**src/rtl/booth_mult_arbiter.sv**
```systemverilog
// Round-robin arbiter feeding one shared 32x32 signed Booth multiplier; one op in flight.
// Latency: accept at E, product registered at E+1; rsp held (stable) until rsp_ready, no grants meanwhile.

module BoothMultiplier (
  input  logic [31:0] i_a,
  input  logic [31:0] i_b,
  output logic [63:0] o_p
);
  logic [63:0] w_a_ext;
  logic [32:0] w_b_ext;
  logic [63:0] w_acc [17];

  assign w_a_ext  = {{32{i_a[31]}}, i_a};
  assign w_b_ext  = {i_b, 1'b0};
  assign w_acc[0] = '0;

  // Radix-4 digits from overlapping bit triplets of b; the top digit carries b's sign.
  for (genvar j = 0; j < 16; j++) begin : g_pp
    logic [63:0] w_pp;
    always_comb begin
      case (w_b_ext[2*j+2:2*j])
        3'b001, 3'b010: w_pp = w_a_ext;
        3'b011:         w_pp = w_a_ext << 1;
        3'b100:         w_pp = -(w_a_ext << 1);
        3'b101, 3'b110: w_pp = -w_a_ext;
        default:        w_pp = '0;
      endcase
    end
    assign w_acc[j+1] = w_acc[j] + (w_pp << (2*j));
  end

  assign o_p = w_acc[16];
endmodule

module booth_mult_arbiter #(
  parameter int N_REQ = 4,
  parameter int IDW   = $clog2(N_REQ)
) (
  input  logic                 clk,
  input  logic                 reset,
  input  logic [N_REQ-1:0]     req_valid,
  input  logic [32*N_REQ-1:0]  req_a,
  input  logic [32*N_REQ-1:0]  req_b,
  output logic [N_REQ-1:0]     req_ready,
  output logic                 rsp_valid,
  output logic [IDW-1:0]       rsp_id,
  output logic [63:0]          rsp_data,
  input  logic                 rsp_ready,
  output logic                 busy
);
  typedef enum logic [1:0] {S_IDLE, S_CALC, S_DONE} state_t;

  state_t           r_state;
  logic [IDW-1:0]   r_ptr;
  logic [IDW-1:0]   r_tag;
  logic [31:0]      r_a;
  logic [31:0]      r_b;
  logic [63:0]      r_res;
  logic             r_rsp_valid;
  logic             r_busy;

  logic [31:0]      w_a_arr [N_REQ];
  logic [31:0]      w_b_arr [N_REQ];
  logic             w_any;
  logic [IDW-1:0]   w_gnt_id;
  logic [IDW-1:0]   w_cand;
  logic [IDW:0]     w_sum;
  logic [N_REQ-1:0] w_onehot;
  logic [IDW-1:0]   w_ptr_nxt;
  logic [63:0]      w_prod;

  for (genvar i = 0; i < N_REQ; i++) begin : g_slice
    assign w_a_arr[i] = req_a[32*i +: 32];
    assign w_b_arr[i] = req_b[32*i +: 32];
  end

  // First valid requester at or above ptr, wrapping modulo N_REQ.
  always_comb begin
    w_any    = 1'b0;
    w_gnt_id = '0;
    w_onehot = '0;
    w_sum    = '0;
    w_cand   = '0;
    for (int k = 0; k < N_REQ; k++) begin
      w_sum = {1'b0, r_ptr} + (IDW+1)'(k);
      if (w_sum >= (IDW+1)'(N_REQ))
        w_sum = w_sum - (IDW+1)'(N_REQ);
      w_cand = w_sum[IDW-1:0];
      if (!w_any && req_valid[w_cand]) begin
        w_any            = 1'b1;
        w_gnt_id         = w_cand;
        w_onehot[w_cand] = 1'b1;
      end
    end
  end

  assign w_ptr_nxt = (w_gnt_id == IDW'(N_REQ-1)) ? '0 : w_gnt_id + 1'b1;
  assign req_ready = (r_state == S_IDLE) ? w_onehot : '0;

  BoothMultiplier u_mult (
    .i_a (r_a),
    .i_b (r_b),
    .o_p (w_prod)
  );

  always_ff @(posedge clk or negedge reset) begin
    if (!reset) begin
      r_state     <= S_IDLE;
      r_ptr       <= '0;
      r_tag       <= '0;
      r_a         <= '0;
      r_b         <= '0;
      r_res       <= '0;
      r_rsp_valid <= 1'b0;
      r_busy      <= 1'b0;
    end else begin
      case (r_state)
        S_IDLE: begin
          if (w_any) begin
            r_a     <= w_a_arr[w_gnt_id];
            r_b     <= w_b_arr[w_gnt_id];
            r_tag   <= w_gnt_id;
            r_ptr   <= w_ptr_nxt;
            r_busy  <= 1'b1;
            r_state <= S_CALC;
          end
        end
        S_CALC: begin
          r_res       <= w_prod;
          r_rsp_valid <= 1'b1;
          r_state     <= S_DONE;
        end
        S_DONE: begin
          if (rsp_ready) begin
            r_rsp_valid <= 1'b0;
            r_busy      <= 1'b0;
            r_state     <= S_IDLE;
          end
        end
        default: begin
          r_rsp_valid <= 1'b0;
          r_busy      <= 1'b0;
          r_state     <= S_IDLE;
        end
      endcase
    end
  end

  assign rsp_valid = r_rsp_valid;
  assign rsp_id    = r_tag;
  assign rsp_data  = r_res;
  assign busy      = r_busy;
endmodule

```
**config.mk**
```make
export PLATFORM = sky130hd
export DESIGN_NAME = booth_mult_arbiter
export DESIGN_NICKNAME = d
export VERILOG_FILES = /design/src/rtl/booth_mult_arbiter.sv
export SDC_FILE = /design/constraint.sdc
export NUM_CORES = 2
export LEC_CHECK = 0
export ABC_AREA = 1
export CAP_MARGIN = 5
export CORE_AREA = 2 2 323 357
export DETAILED_ROUTE_END_ITERATION = 6
export DIE_AREA = 0 0 325 359
export PLACE_DENSITY = 0.57
export SLEW_MARGIN = 10
export SYNTH_ARGS = -nofsm -noshare
export SYNTH_HDL_FRONTEND = slang
export SYNTH_SLANG_ARGS = --single-unit
```
**constraint.sdc**
```tcl
create_clock -name clk -period 16.2 [get_ports clk]
set_input_delay 3.24 -clock clk [delete_from_list [all_inputs] [get_ports clk]]
set_output_delay 3.24 -clock clk [all_outputs]
set_load 0.02 [all_outputs]
```
==> results_dict.tcl <==
set metrics [dict create \
    clk_latency_ps 510 \
    cts.sinks 136 \
    grt_setup_unrepaired "false" \
    crit_path_top_delay_cell "clkinv_1" \
    utilization 0.394 \
    stdcell_count 6838 \
    fillers 11900 \
    met2_length_mm 90.7 \
    worstHoldStart "rsp_data[8]" \
    grt.overflow.total 0 \
    start_kind "flip-flop" \
    hp-class "flip-flop to flip-flop" \
    avgSynthCellArea_um2 7.52 \
    die_w_um 325 \
    antenna_found_initial 11 \
    synthesis.area_um2 39200 \
    critPathArrivalTime_ps 11200 \
    dieArea_um2 117000 \
    critPathMaxFanout 27 \
    wl_per_cell_um 33.4 \
    cts_buffer_depth 2 \
    synth_top_area_cell "fa_1" \
    drtIter0Drc 7159 \
    path_class "flip-flop to flip-flop" \
    ys_warn_count 0 \
    highest-signal-layer "met5" \
    via_count 44000 \
    required_ps 16600 \
    ctsRootBufferMaster "clkbuf_16" \
    start_util 0.346 \
    cts-buffers-inserted 17 \
    setup_ws_ps 5400 \
    gp_congestion 1.10 \
    reg2reg_from "r_a[0]" \
    ys_seq_area_frac 0.0868 \
    cpPeakStageDelay_ps 1210 \
    yosys.area.top_type_share 0.325 \
    tns_ps 0 \
    regArea_um2 3400 \
    die_y_um 359 \
    via_per_inst 6.44 \
    fin_crit_sh 0.667 \
    synthArstFlopShare 1.00 \
    synth-seq-cells 136 \
    core-area_um2 113000 \
    cts_hold_buf 0 \
    synth_fp_nets 6252 \
    setup_violations 0 \
    violations "DRC" \
    slew_headroom 0.155 \
    ant_nets 0 \
    path_common_cell "nand2_1" \
    ys.flop_type "dfrtp_1" \
    end_kind "flip-flop" \
    final_common_cell "inv_1" \
    placementRows 130 \
    synth_area_leaders "fa_1 (33%), inv_1 (9.2%), dfrtp_1 (8.7%), o22ai_1 (7.8%), a221oi_1 (5.5%)" \
    syn_to_final_growth_pct 13.8 \
    fin_crit_ps 10800 \
    drv_cap 0 \
    ys_types 59 \
    max_freq_mhz 92.6 \
    htree_levels 4 \
    synth-edff-count 0 \
    critical_path.startpoint "r_a[0]" \
    place_ws_ps 5710 \
    hold_viol 0 \
    slew_violations 0 \
    wl_met3_mm 36.1 \
    cts_tree "yes" \
    drive_above_1_share 0.0634 \
    postRouteWirelength_mm 228 \
    track_usage 0.385 \
    dp_hpwl_mm 166 \
    cts_setup_buffers 0 \
    grt_pass1_wl_mm 326 \
    netlist_instances 5213 \
    cts.clk_slew.worst_paths_ps 70 \
    multi_input_area_um2 30400 \
    fin_worst_skew_ps 19.9 \
    place_inst 6800 \
    portBuffers 334 \
    drc 150 \
    cts_resized 0 \
    layout_common_cells "inv_1 (955), fa_1 (637), nand2_1 (506), o22ai_1 (490), o21ai_0 (423)" \
    firstDrtPassIters 7 \
    status "finished, violations left" \
    worst_pin_slew_ps 1260 \
    grt_pass1_vias 43800 \
    ios 335 \
    drt-met1-wl_mm 84.1 \
    fin_nets 6340 \
    grt_max_degree 78 \
]
sequential cells by signal, summed over array words and instances, names as in the netlist:
register,count
r_b,32
rsp_data,64
rsp_valid,1
r_a,32
r_state,2
busy,1
rsp_id,2
r_ptr,2
critical path: cells and delay by family (launching register included):
family	cells	cell delay (ps)
fa+ha+maj	8	3900
buf+inv	7	2440
simple gates	17	2220
compound gates	4	1720
flops	1	350
metal layers:
layer	track usage	vias to the layer above
met4	0.220	24
met5	0.0180	-
met2	0.536	3809
li1	-	17800
met3	0.196	1102
met1	0.475	21300
synthesized netlist by cell type (31+ instances only):
cell type / n
nor2_1: 372
a31oi_1: 41
nor3_1: 35
nand3_1: 86
a221oi_1: 247
o21ai_1: 37
clkbuf_1: 359
o221ai_1: 43
a21oi_1: 304
inv_2: 38
o21ai_0: 423
inv_1: 959
dfrtp_1: 136
ha_1: 139
nand2_1: 513
a221o_1: 34
o22ai_1: 490
fa_1: 637
clkinv_1: 31
area by class of cell:
cell class	instances	area share
inverter	1034	0.0874
timing repair buffer	483	0.100
antenna	8	0.000448
tap	1518	0.0425
clock buffer	17	0.00953
clock inverter	13	0.00283
multi-input combinational	3629	0.681
sequential	136	0.0762
final timing paths:
kind / slack, ps / depth (start not counted) / to
worst max-delay path: 5400 / 36 / rsp_data[60]
worst min-delay path: 470 / 2 / rsp_data[8]
worst max register to register: 5400 / 36 / rsp_data[60]
worst min register to register: 470 / 2 / rsp_data[8]
max in group asynchronous: 12090 / 2 / rsp_data[52]
min in group asynchronous: 2790 / 1 / rsp_valid
logic make-up after synthesis:
group | synth area share
AOI/OAI and AO/OA | 0.272
and+or+nand+nor | 0.120
DFF | 0.0868
xor gates and xnor gates | 0.0101
buffers and inverters | 0.142
adders and majority gates | 0.369
through the flow:
step	instance area [um2]	hold WS [ps]
after floorplan	39200	524
after global placement	44100	456
after detailed placement	44100	460
after CTS	44600	476
after global routing	44600	491
final	44600	474
Power is not shown: default switching activity piles up to over one toggle a cycle in this logic, so the estimate is an artifact.
